--- src/rtl/upbus_master_if.sv ---
// rtl/upbus_master_if.sv - upen/upws/uprs/upa/updi/updo/uprdy access bus between initiator and RAM slave
interface upbus_master_if #(
  parameter int ADDRBIT = 5,
  parameter int WIDTH   = 32
);
  logic               upen;
  logic               upws;
  logic               uprs;
  logic [ADDRBIT-1:0] upa;
  logic [WIDTH-1:0]   updi;
  logic [WIDTH-1:0]   updo;
  logic               uprdy;

  modport master (output upen, upws, uprs, upa, updi, input updo, uprdy);
  modport slave  (input upen, upws, uprs, upa, updi, output updo, uprdy);
endinterface

--- src/rtl/upbus_master.sv ---
// rtl/upbus_master.sv - req/ack host to upbus initiator with timeout; UPMST_RETRY_EN adds one retry per access
module upbus_master #(
  parameter int               ADDRBIT = 5,
  parameter int               WIDTH   = 32,
  parameter int               CNTBIT  = 8,
  parameter int               TOUT    = 255,
  parameter logic [WIDTH-1:0] TOVAL   = 32'hDEADBEEF
) (
  input  logic               clk,
  input  logic               rst,
  input  logic               cpu_req,
  input  logic               cpu_wr,
  input  logic [ADDRBIT-1:0] cpu_addr,
  input  logic [WIDTH-1:0]   cpu_wdata,
  output logic               cpu_ack,
  output logic               cpu_err,
  output logic [WIDTH-1:0]   cpu_rdata,
  output logic               cpu_busy,
  output logic [7:0]         err_cnt,
  input  logic               err_clr,
  upbus_master_if.master     bus
);

  localparam logic [2:0] S_IDLE   = 3'd0;
  localparam logic [2:0] S_STROBE = 3'd1;
  localparam logic [2:0] S_WAIT   = 3'd2;
  localparam logic [2:0] S_DONE   = 3'd3;
  localparam logic [2:0] S_RETRY  = 3'd4;

  localparam logic [CNTBIT-1:0] TOUT_C = CNTBIT'(TOUT);

  logic [2:0]         state;
  logic               wr_q;
  logic [CNTBIT-1:0]  cnt;
  logic               upen_q;
  logic               upws_q;
  logic               uprs_q;
  logic [ADDRBIT-1:0] upa_q;
  logic [WIDTH-1:0]   updi_q;
  logic               hit;
  logic               tmo;
  logic               retry_go;
  logic               fin_err;
`ifdef UPMST_RETRY_EN
  logic               retried;
`endif

  assign bus.upen = upen_q;
  assign bus.upws = upws_q;
  assign bus.uprs = uprs_q;
  assign bus.upa  = upa_q;
  assign bus.updi = updi_q;

  // cnt holds the number of cycles since the strobe while in WAIT; uprdy beats timeout
  always_comb begin
    hit = ((state == S_STROBE) || (state == S_WAIT)) && bus.uprdy;
    tmo = (state == S_WAIT) && !bus.uprdy && (cnt == TOUT_C);
`ifdef UPMST_RETRY_EN
    retry_go = tmo && !retried;
`else
    retry_go = 1'b0;
`endif
    fin_err = tmo && !retry_go;
  end

  always_ff @(posedge clk) begin
    if (rst) begin
      state     <= S_IDLE;
      wr_q      <= 1'b0;
      cnt       <= '0;
      upen_q    <= 1'b0;
      upws_q    <= 1'b0;
      uprs_q    <= 1'b0;
      upa_q     <= '0;
      updi_q    <= '0;
      cpu_ack   <= 1'b0;
      cpu_err   <= 1'b0;
      cpu_rdata <= '0;
      cpu_busy  <= 1'b0;
      err_cnt   <= '0;
`ifdef UPMST_RETRY_EN
      retried   <= 1'b0;
`endif
    end else begin
      upws_q  <= 1'b0;
      uprs_q  <= 1'b0;
      cpu_ack <= 1'b0;
      cpu_err <= 1'b0;

      if (err_clr)
        err_cnt <= '0;
      else if (fin_err && (err_cnt != 8'hFF))
        err_cnt <= err_cnt + 8'd1;

`ifdef UPMST_RETRY_EN
      if (state == S_IDLE)
        retried <= 1'b0;
      else if (retry_go)
        retried <= 1'b1;
`endif

      case (state)
        S_IDLE: begin
          if (cpu_req) begin
            state    <= S_STROBE;
            upa_q    <= cpu_addr;
            updi_q   <= cpu_wdata;
            wr_q     <= cpu_wr;
            upen_q   <= 1'b1;
            upws_q   <= cpu_wr;
            uprs_q   <= !cpu_wr;
            cpu_busy <= 1'b1;
          end
        end
        S_STROBE, S_WAIT: begin
          cnt <= (state == S_STROBE) ? CNTBIT'(1) : cnt + CNTBIT'(1);
          if (hit) begin
            state   <= S_DONE;
            upen_q  <= 1'b0;
            cpu_ack <= 1'b1;
            if (!wr_q)
              cpu_rdata <= bus.updo;
          end else if (retry_go) begin
            state  <= S_RETRY;
            upen_q <= 1'b0;
          end else if (fin_err) begin
            state     <= S_DONE;
            upen_q    <= 1'b0;
            cpu_ack   <= 1'b1;
            cpu_err   <= 1'b1;
            cpu_rdata <= TOVAL;
          end else begin
            state <= S_WAIT;
          end
        end
        S_RETRY: begin
          state  <= S_STROBE;
          upen_q <= 1'b1;
          upws_q <= wr_q;
          uprs_q <= !wr_q;
        end
        S_DONE: begin
          state    <= S_IDLE;
          cpu_busy <= 1'b0;
        end
        default: begin
          state    <= S_IDLE;
          upen_q   <= 1'b0;
          cpu_busy <= 1'b0;
        end
      endcase
    end
  end

endmodule
--- src/flat_wrapper.sv ---
// flat-port wrapper written by rule: the top's interface ports become plain ports
module upbus_master_flat 
#(
  parameter int               ADDRBIT = 5,
  parameter int               WIDTH   = 32,
  parameter int               CNTBIT  = 8,
  parameter int               TOUT    = 255,
  parameter logic [WIDTH-1:0] TOVAL   = 32'hDEADBEEF
)
  (clk, rst, cpu_req, cpu_wr, cpu_addr, cpu_wdata, cpu_ack, cpu_err, cpu_rdata, cpu_busy, err_cnt, err_clr, bus_upen, bus_upws, bus_uprs, bus_upa, bus_updi, bus_updo, bus_uprdy);
  upbus_master_if #(.ADDRBIT(ADDRBIT), .WIDTH(WIDTH)) bus_i ();
  input  logic clk;
  input  logic rst;
  input  logic cpu_req;
  input  logic cpu_wr;
  input  logic [ADDRBIT-1:0] cpu_addr;
  input  logic [WIDTH-1:0] cpu_wdata;
  output logic cpu_ack;
  output logic cpu_err;
  output logic [WIDTH-1:0] cpu_rdata;
  output logic cpu_busy;
  output logic [7:0] err_cnt;
  input  logic err_clr;
  output wire logic [$bits(bus_i.upen)-1:0] bus_upen;
  output wire logic [$bits(bus_i.upws)-1:0] bus_upws;
  output wire logic [$bits(bus_i.uprs)-1:0] bus_uprs;
  output wire logic [$bits(bus_i.upa)-1:0] bus_upa;
  output wire logic [$bits(bus_i.updi)-1:0] bus_updi;
  input wire logic [$bits(bus_i.updo)-1:0] bus_updo;
  input wire logic [$bits(bus_i.uprdy)-1:0] bus_uprdy;
  assign bus_upen = bus_i.upen;
  assign bus_upws = bus_i.upws;
  assign bus_uprs = bus_i.uprs;
  assign bus_upa = bus_i.upa;
  assign bus_updi = bus_i.updi;
  assign bus_i.updo = bus_updo;
  assign bus_i.uprdy = bus_uprdy;
  upbus_master #(.ADDRBIT(ADDRBIT), .WIDTH(WIDTH), .CNTBIT(CNTBIT), .TOUT(TOUT), .TOVAL(TOVAL)) u_core (.clk(clk), .rst(rst), .cpu_req(cpu_req), .cpu_wr(cpu_wr), .cpu_addr(cpu_addr), .cpu_wdata(cpu_wdata), .cpu_ack(cpu_ack), .cpu_err(cpu_err), .cpu_rdata(cpu_rdata), .cpu_busy(cpu_busy), .err_cnt(err_cnt), .err_clr(err_clr), .bus(bus_i));
endmodule
--- config.mk ---
export PLATFORM = sky130hd
export DESIGN_NAME = upbus_master_flat
export DESIGN_NICKNAME = d
export VERILOG_FILES = /design/src/rtl/upbus_master_if.sv /design/src/rtl/upbus_master.sv /design/src/flat_wrapper.sv
export SDC_FILE = /design/constraint.sdc
export NUM_CORES = 1
export LEC_CHECK = 0
export ABC_AREA = 1
export CORE_MARGIN = 8
export CORE_UTILIZATION = 32
export DETAILED_ROUTE_END_ITERATION = 10
export DONT_BUFFER_PORTS = 1
export PLACE_DENSITY = 0.42
export SKIP_CTS_REPAIR_TIMING = 1
export SYNTH_ARGS = -nofsm -noshare
export SYNTH_HDL_FRONTEND = slang
export SYNTH_SLANG_ARGS = --single-unit
--- constraint.sdc ---
create_clock -name clk -period 1.9 [get_ports clk]
set_input_delay 0.57 -clock clk [delete_from_list [all_inputs] [get_ports clk]]
set_output_delay 0.57 -clock clk [all_outputs]
set_load 0.005 [all_outputs]
# After elaboration in Yosys (flattened, before gate mapping)

Cells that the tools add are included.

Register bits: 95
Input bits: 75
Output and inout port bits: 83
Word-level logic and storage cells: 65

$add $sub $neg: 2
Equal/unequal tests: 9
Multiplexer cells: 19
Bitwise logic cells: 3
Reductions and logical operators: 19

Operator list:

| kind                                                                    | number |
|---|---|
| 32-bit two-way mux                                                      | 3 |
| 8-bit by 1-bit adder with 8-bit output, second input constant           | 2 |
| 3-bit case mux with 3 select lines                                      | 1 |
| 8-bit == test, second input constant                                    | 1 |
| 1-bit two-way mux                                                       | 8 |
| 8-bit two-way mux                                                       | 1 |
| 8-bit inequality test, second input constant                            | 1 |
| 3-bit by 2-bit == test with 1-bit output, second input constant         | 2 |
| 3-bit two-way mux                                                       | 2 |
| 1-bit case mux with 2 select lines                                      | 3 |
| 3-bit AND reduction                                                     | 2 |
| 2-bit OR reduction                                                      | 3 |
| 3-bit OR reduction                                                      | 2 |
| 1-bit logical AND                                                       | 4 |
| 2-bit inequality test, second input constant                            | 2 |
| 1-bit case mux with 4 select lines                                      | 1 |
| 2-bit AND reduction                                                     | 2 |
| 3-bit by 1-bit == test with 1-bit output, second input constant         | 1 |
| 3-bit == test, second input constant                                    | 1 |
| 1-bit zero test                                                         | 3 |
| 3-bit zero test                                                         | 1 |
| 3-bit by 1-bit inequality test with 1-bit output, second input constant | 1 |
| 1-bit NOT                                                               | 3 |
| 2-bit nonzero test                                                      | 1 |
| 1-bit logical OR                                                        | 1 |

# Longest topological paths before layout

Word-level depth: 6
Depth in mapped cells: 11
Mapped depth without buffers: 10

# Worst setup path after synthesis

Ideal clock, no wire load.

Path type: register -> register
Start point: reg u_core.state[0]
End point: reg u_core.cpu_rdata[10]
Library setup time: 0.111 ns
Arrival: 1.545 ns
Required time: 1.789 ns
Path slack: 0.243 ns
Stages on the path, launching flop included: 10
Buffers on the path: 2
Period minus slack after synthesis: 1.657 ns
Path through: dfxtp_1 -> inv_1 -> ha_1 -> buf_4 -> nand2_2 -> o21ai_4 -> buf_2 -> nand3_1 -> nand2_1 -> nor2_1

Longest elaborated chain between the ends: 5
Elaborated cells between the ends (all ways): 11
Those cells by class: 3 x eq/ne; 1 x mux; 7 x reduce/logical

Ends and longest elaborated chain:

| what                                                                                                        | line                                                        | text |
|---|---|---|
| from (decl)                                                                                                 | upbus_master.sv:32                                          | `logic [2:0] state;` |
| from (signal assigned)                                                                                      | upbus_master.sv:68                                          | `state <= S_IDLE;` |
| from (signal assigned)                                                                                      | upbus_master.sv:105                                         | `state <= S_STROBE;` |
| from (signal assigned)                                                                                      | upbus_master.sv:118                                         | `state <= S_DONE;` |
| 3-bit by 1-bit == test with 1-bit output / 3-bit by 2-bit == test with 1-bit output (equally long branches) | upbus_master.sv:56, upbus_master.sv:102, upbus_master.sv:57 |  |
| 1-bit logical OR / 1-bit logical AND (equally long branches)                                                | upbus_master.sv:56, upbus_master.sv:57                      |  |
| 1-bit logical AND (on tied branches)                                                                        | upbus_master.sv:56, upbus_master.sv:57                      |  |
| 2-bit inequality test (no line) / 2-bit nonzero test (equally long branches)                                | -                                                           |  |
| 3-bit AND reduction (no line)                                                                               | -                                                           |  |
| to (signal assigned)                                                                                        | upbus_master.sv:122                                         | `cpu_rdata <= bus.updo;` |
| to (decl)                                                                                                   | upbus_master.sv:17                                          | `output logic [WIDTH-1:0] cpu_rdata,` |

Parallel ways exist; a longest one is shown, timed or not.
A chain may end at the register's enable or synchronous reset.

# Worst setup path in the final report

Start point: reg u_core.cnt[0]
End point: reg u_core.cpu_rdata[30]

Longest elaborated chain between the ends: 4

Ends and longest elaborated chain:

| what                          | line                | text |
|---|---|---|
| from (decl)                   | upbus_master.sv:34  | `logic [CNTBIT-1:0] cnt;` |
| from (signal assigned)        | upbus_master.sv:116 | `cnt <= (state == S_STROBE) ? CNTBIT'(1) : cnt + CNTBIT'(1);` |
| 8-bit == test                 | upbus_master.sv:57  | `tmo = (state == S_WAIT) && !bus.uprdy && (cnt == TOUT_C);` |
| 1-bit logical AND             | upbus_master.sv:57  |  |
| 2-bit nonzero test (no line)  | -                   |  |
| 3-bit AND reduction (no line) | -                   |  |

No other way between the ends.

==> results.tsv <==
metric	value	unit
status	finished clean	
grt_pass1_wl	16600	um
syn_to_final_growth	15.2	%
io_buffer_count	0	
reg2regPathDepth	10	
grt_pass1_vias	3146	
antennaDiodeCount	0	
worst_pin_slew	0.303	ns
synth_top_area_share	0.495	
path_cells	ha_1 -> inv_1 -> nor2_1 -> nand3_2 -> o21ai_4 -> nand2_4 -> inv_4 -> buf_12 -> nor2_1 -> nor2_1	
synthesis.area	0.00380	mm^2
postSynthAreaPerCell	7.22	um^2
whs	0.297	ns
ios	158	
fmax	589	MHz
drcViolationCount	0	
cp_num_buf_inv	3	
synth_cells	527	
path_depth	10	
fin_worst_skew	0.00918	ns
cp_slowest_cell	dfxtp_1	
die_x	125	um
drv_cap	0	
cts_buffers	9	
ctsHtreeMaxLevel	3	
wirelength	10300	um
ant_nets	0	
cts.sinks	94	
drive_gt1_frac	0.0789	
max_stage_delay	0.37	ns
holdCritPathClass	in -> reg	
synth_area_leaders	dfxtp_1, nor2_1, o21ai_0, nand2_1, nand3_1	
globalRouteTotalUtil	0.131	
fin_ws	0.203	ns
fin_tns_setup	0	ns
syn_nets	608	
drt_iter0_drc	107	
post-place-ws	0.164	ns
p_seq_frac	0.403	
synth_seq_area_share	0.495	
p_leak	1.82	nW
fp.dieH	125	um
synth_seq_cells	94	
rows	40	
worstPathRequired	2.17	ns
initial_core_util	0.322	
period_share	0.893	
clk_pin_slew	0.06	ns
synth_most_common_cell	nor2_1	
synth_edf_count	0	
synth-simple-area-share	0.314	
critPathMostFrequentCell	nor2_1	
whs_path_depth	1	
root_buffer	clkbuf_16	
power_density	1630	mW/mm^2
drv_slew	0	
dieArea	0.0156	mm^2
clock_path_buffers	2	
end_kind	flip-flop	
dp_hpwl	7770	um
vdd_drop_max	0.514	mV
antenna_found_initial	0	
insertion_delay	0.34	ns
synth_top_family_by_area	simple AND/OR/NAND/NOR gates	
synth-xor-area-share	0.0184	
crit_family	simple AND/OR/NAND/NOR gates	
critPathKind	reg -> reg	
synthAdderAreaFrac	0.0197	
cts_tree	yes	
crit_fanout	24	
vias	3237	
p_sw_frac	0.351	
switchingPower	0.00251	W
hold_viol	0	
finalWeightedCongestion	0.725	
wl_met1	4410	um
async_flop_share	0	
grt.overflow.total	0	
nets	608	
highest_layer	met4	
rsz0062_at_grt	false	
power.internal	0.00464	W
final.min_clock_period	1.70	ns
yosys_warnings	0	
wl_met3	1070	um
synth_top_cell_by_area	dfxtp_1	
synth_compound_area_frac	0.0921	
synthTopCellsByCount	nor2_1, dfxtp_1, nand2_1	
routedWlPerCell	15.2	um
slew_headroom	0.798	
clkPwrFrac	0.311	
synth_mux_area_frac	0	
ys.flop_type	dfxtp_1	
combPwrFrac	0.286	
via_per_inst	4.77	
grt_max_degree	48	
arrival	1.97	ns
met2WireLength	4700	um
startpoint_type	flip-flop	
setup_viol	0	
coreArea	0.0118	mm^2
synth_cell_types	26	
drtPass1Iterations	5	
==> sequential cells by signal, indices dropped and copies added (netlist names) <==
signal            cells
u_core.bus.upa        5
u_core.bus.updi      32
u_core.bus.upen       1
u_core.bus.uprs       1
u_core.bus.upws       1
u_core.cnt            8
u_core.cpu_ack        1
u_core.cpu_busy       1
u_core.cpu_err        1
u_core.cpu_rdata     32
u_core.err_cnt        8
u_core.state          2
u_core.wr_q           1
==> placed cells by master (no fill, tap or decap) <==
master / synthesis / routed
nand2_2: 1 / 1
dfxtp_1: 94 / 94
o22ai_1: 1 / 1
buf_12: 0 / 2
clkbuf_1: 12 / 1
xnor2_1: 3 / 3
bufinv_16: 0 / 4
buf_4: 1 / 15
nand2_1: 62 / 62
nor2_1: 195 / 195
o21ai_4: 1 / 1
a21oi_1: 12 / 12
inv_4: 0 / 1
nand2_4: 1 / 1
a31oi_1: 1 / 1
nor3_1: 4 / 3
nor2_2: 2 / 2
a31o_2: 1 / 1
nor3_2: 0 / 1
clkbuf_16: 0 / 9
nand3_2: 1 / 1
nand3_1: 34 / 34
a211oi_1: 1 / 1
ha_1: 6 / 6
inv_2: 0 / 1
inv_1: 24 / 23
xor2_1: 5 / 5
o21ai_0: 49 / 49
inv_6: 0 / 1
clkbuf_8: 0 / 1
==> power by group through the flow <==
stage	sequential (W)	combinational, W	clock, W
after global routing	0.00296	0.00238	0.00236
final	0.00288	0.00204	0.00223
after detailed placement	0.00295	0.00206	0
after floorplan	0.00279	0.00155	0
after global placement	0.00295	0.00204	0
after CTS	0.00291	0.00207	0.00230
==> path summary, 6_finish.rpt <==
path                      start                    to  slack, ns
hold reg to reg   u_core.cnt[4]         u_core.cnt[4]       0.49
hold / removal           cpu_wr       u_core.bus.uprs       0.30
setup / recovery  u_core.cnt[0]  u_core.cpu_rdata[30]       0.20
setup reg to reg  u_core.cnt[0]  u_core.cpu_rdata[30]       0.20
==> metal layers <==
| metal | track usage | vias to the layer above |
|---|---|---|
| li1 | - | 1656 |
| met1 | 0.149 | 1463 |
| met2 | 0.205 | 110 |
| met3 | 0.0629 | 8 |
| met4 | 0.0559 | 0 |
| met5 | 0 | - |
==> cell families after synthesis <==
group / after synthesis
compound gates: 66
buf+inv: 53
flops: 94
fa+ha+maj: 6
xor+xnor: 8
simple gates: 300
==> cell type report <==
cell class                 count  area [um^2]
inverter                      25         96.3
sequential                    94         1880
tap                          147          184
clock inverter                 5          129
fill                        1315         7430
timing repair buffer          17          153
multi-input combinational    380         1700
clock buffer                  11          243
==> per-stage QoR <==
step           instances  area [um^2]  power, W  utilization
3_3_place_gp         663         4000   0.00499        0.339
2_1_floorplan        527         3800   0.00434            -
5_1_grt              679         4380   0.00770        0.371
3_5_place_dp         663         4000   0.00501        0.339
4_1_cts              679         4380   0.00727        0.370
6_report             679         4380   0.00715        0.371
Power figures use the tool's default switching activity.
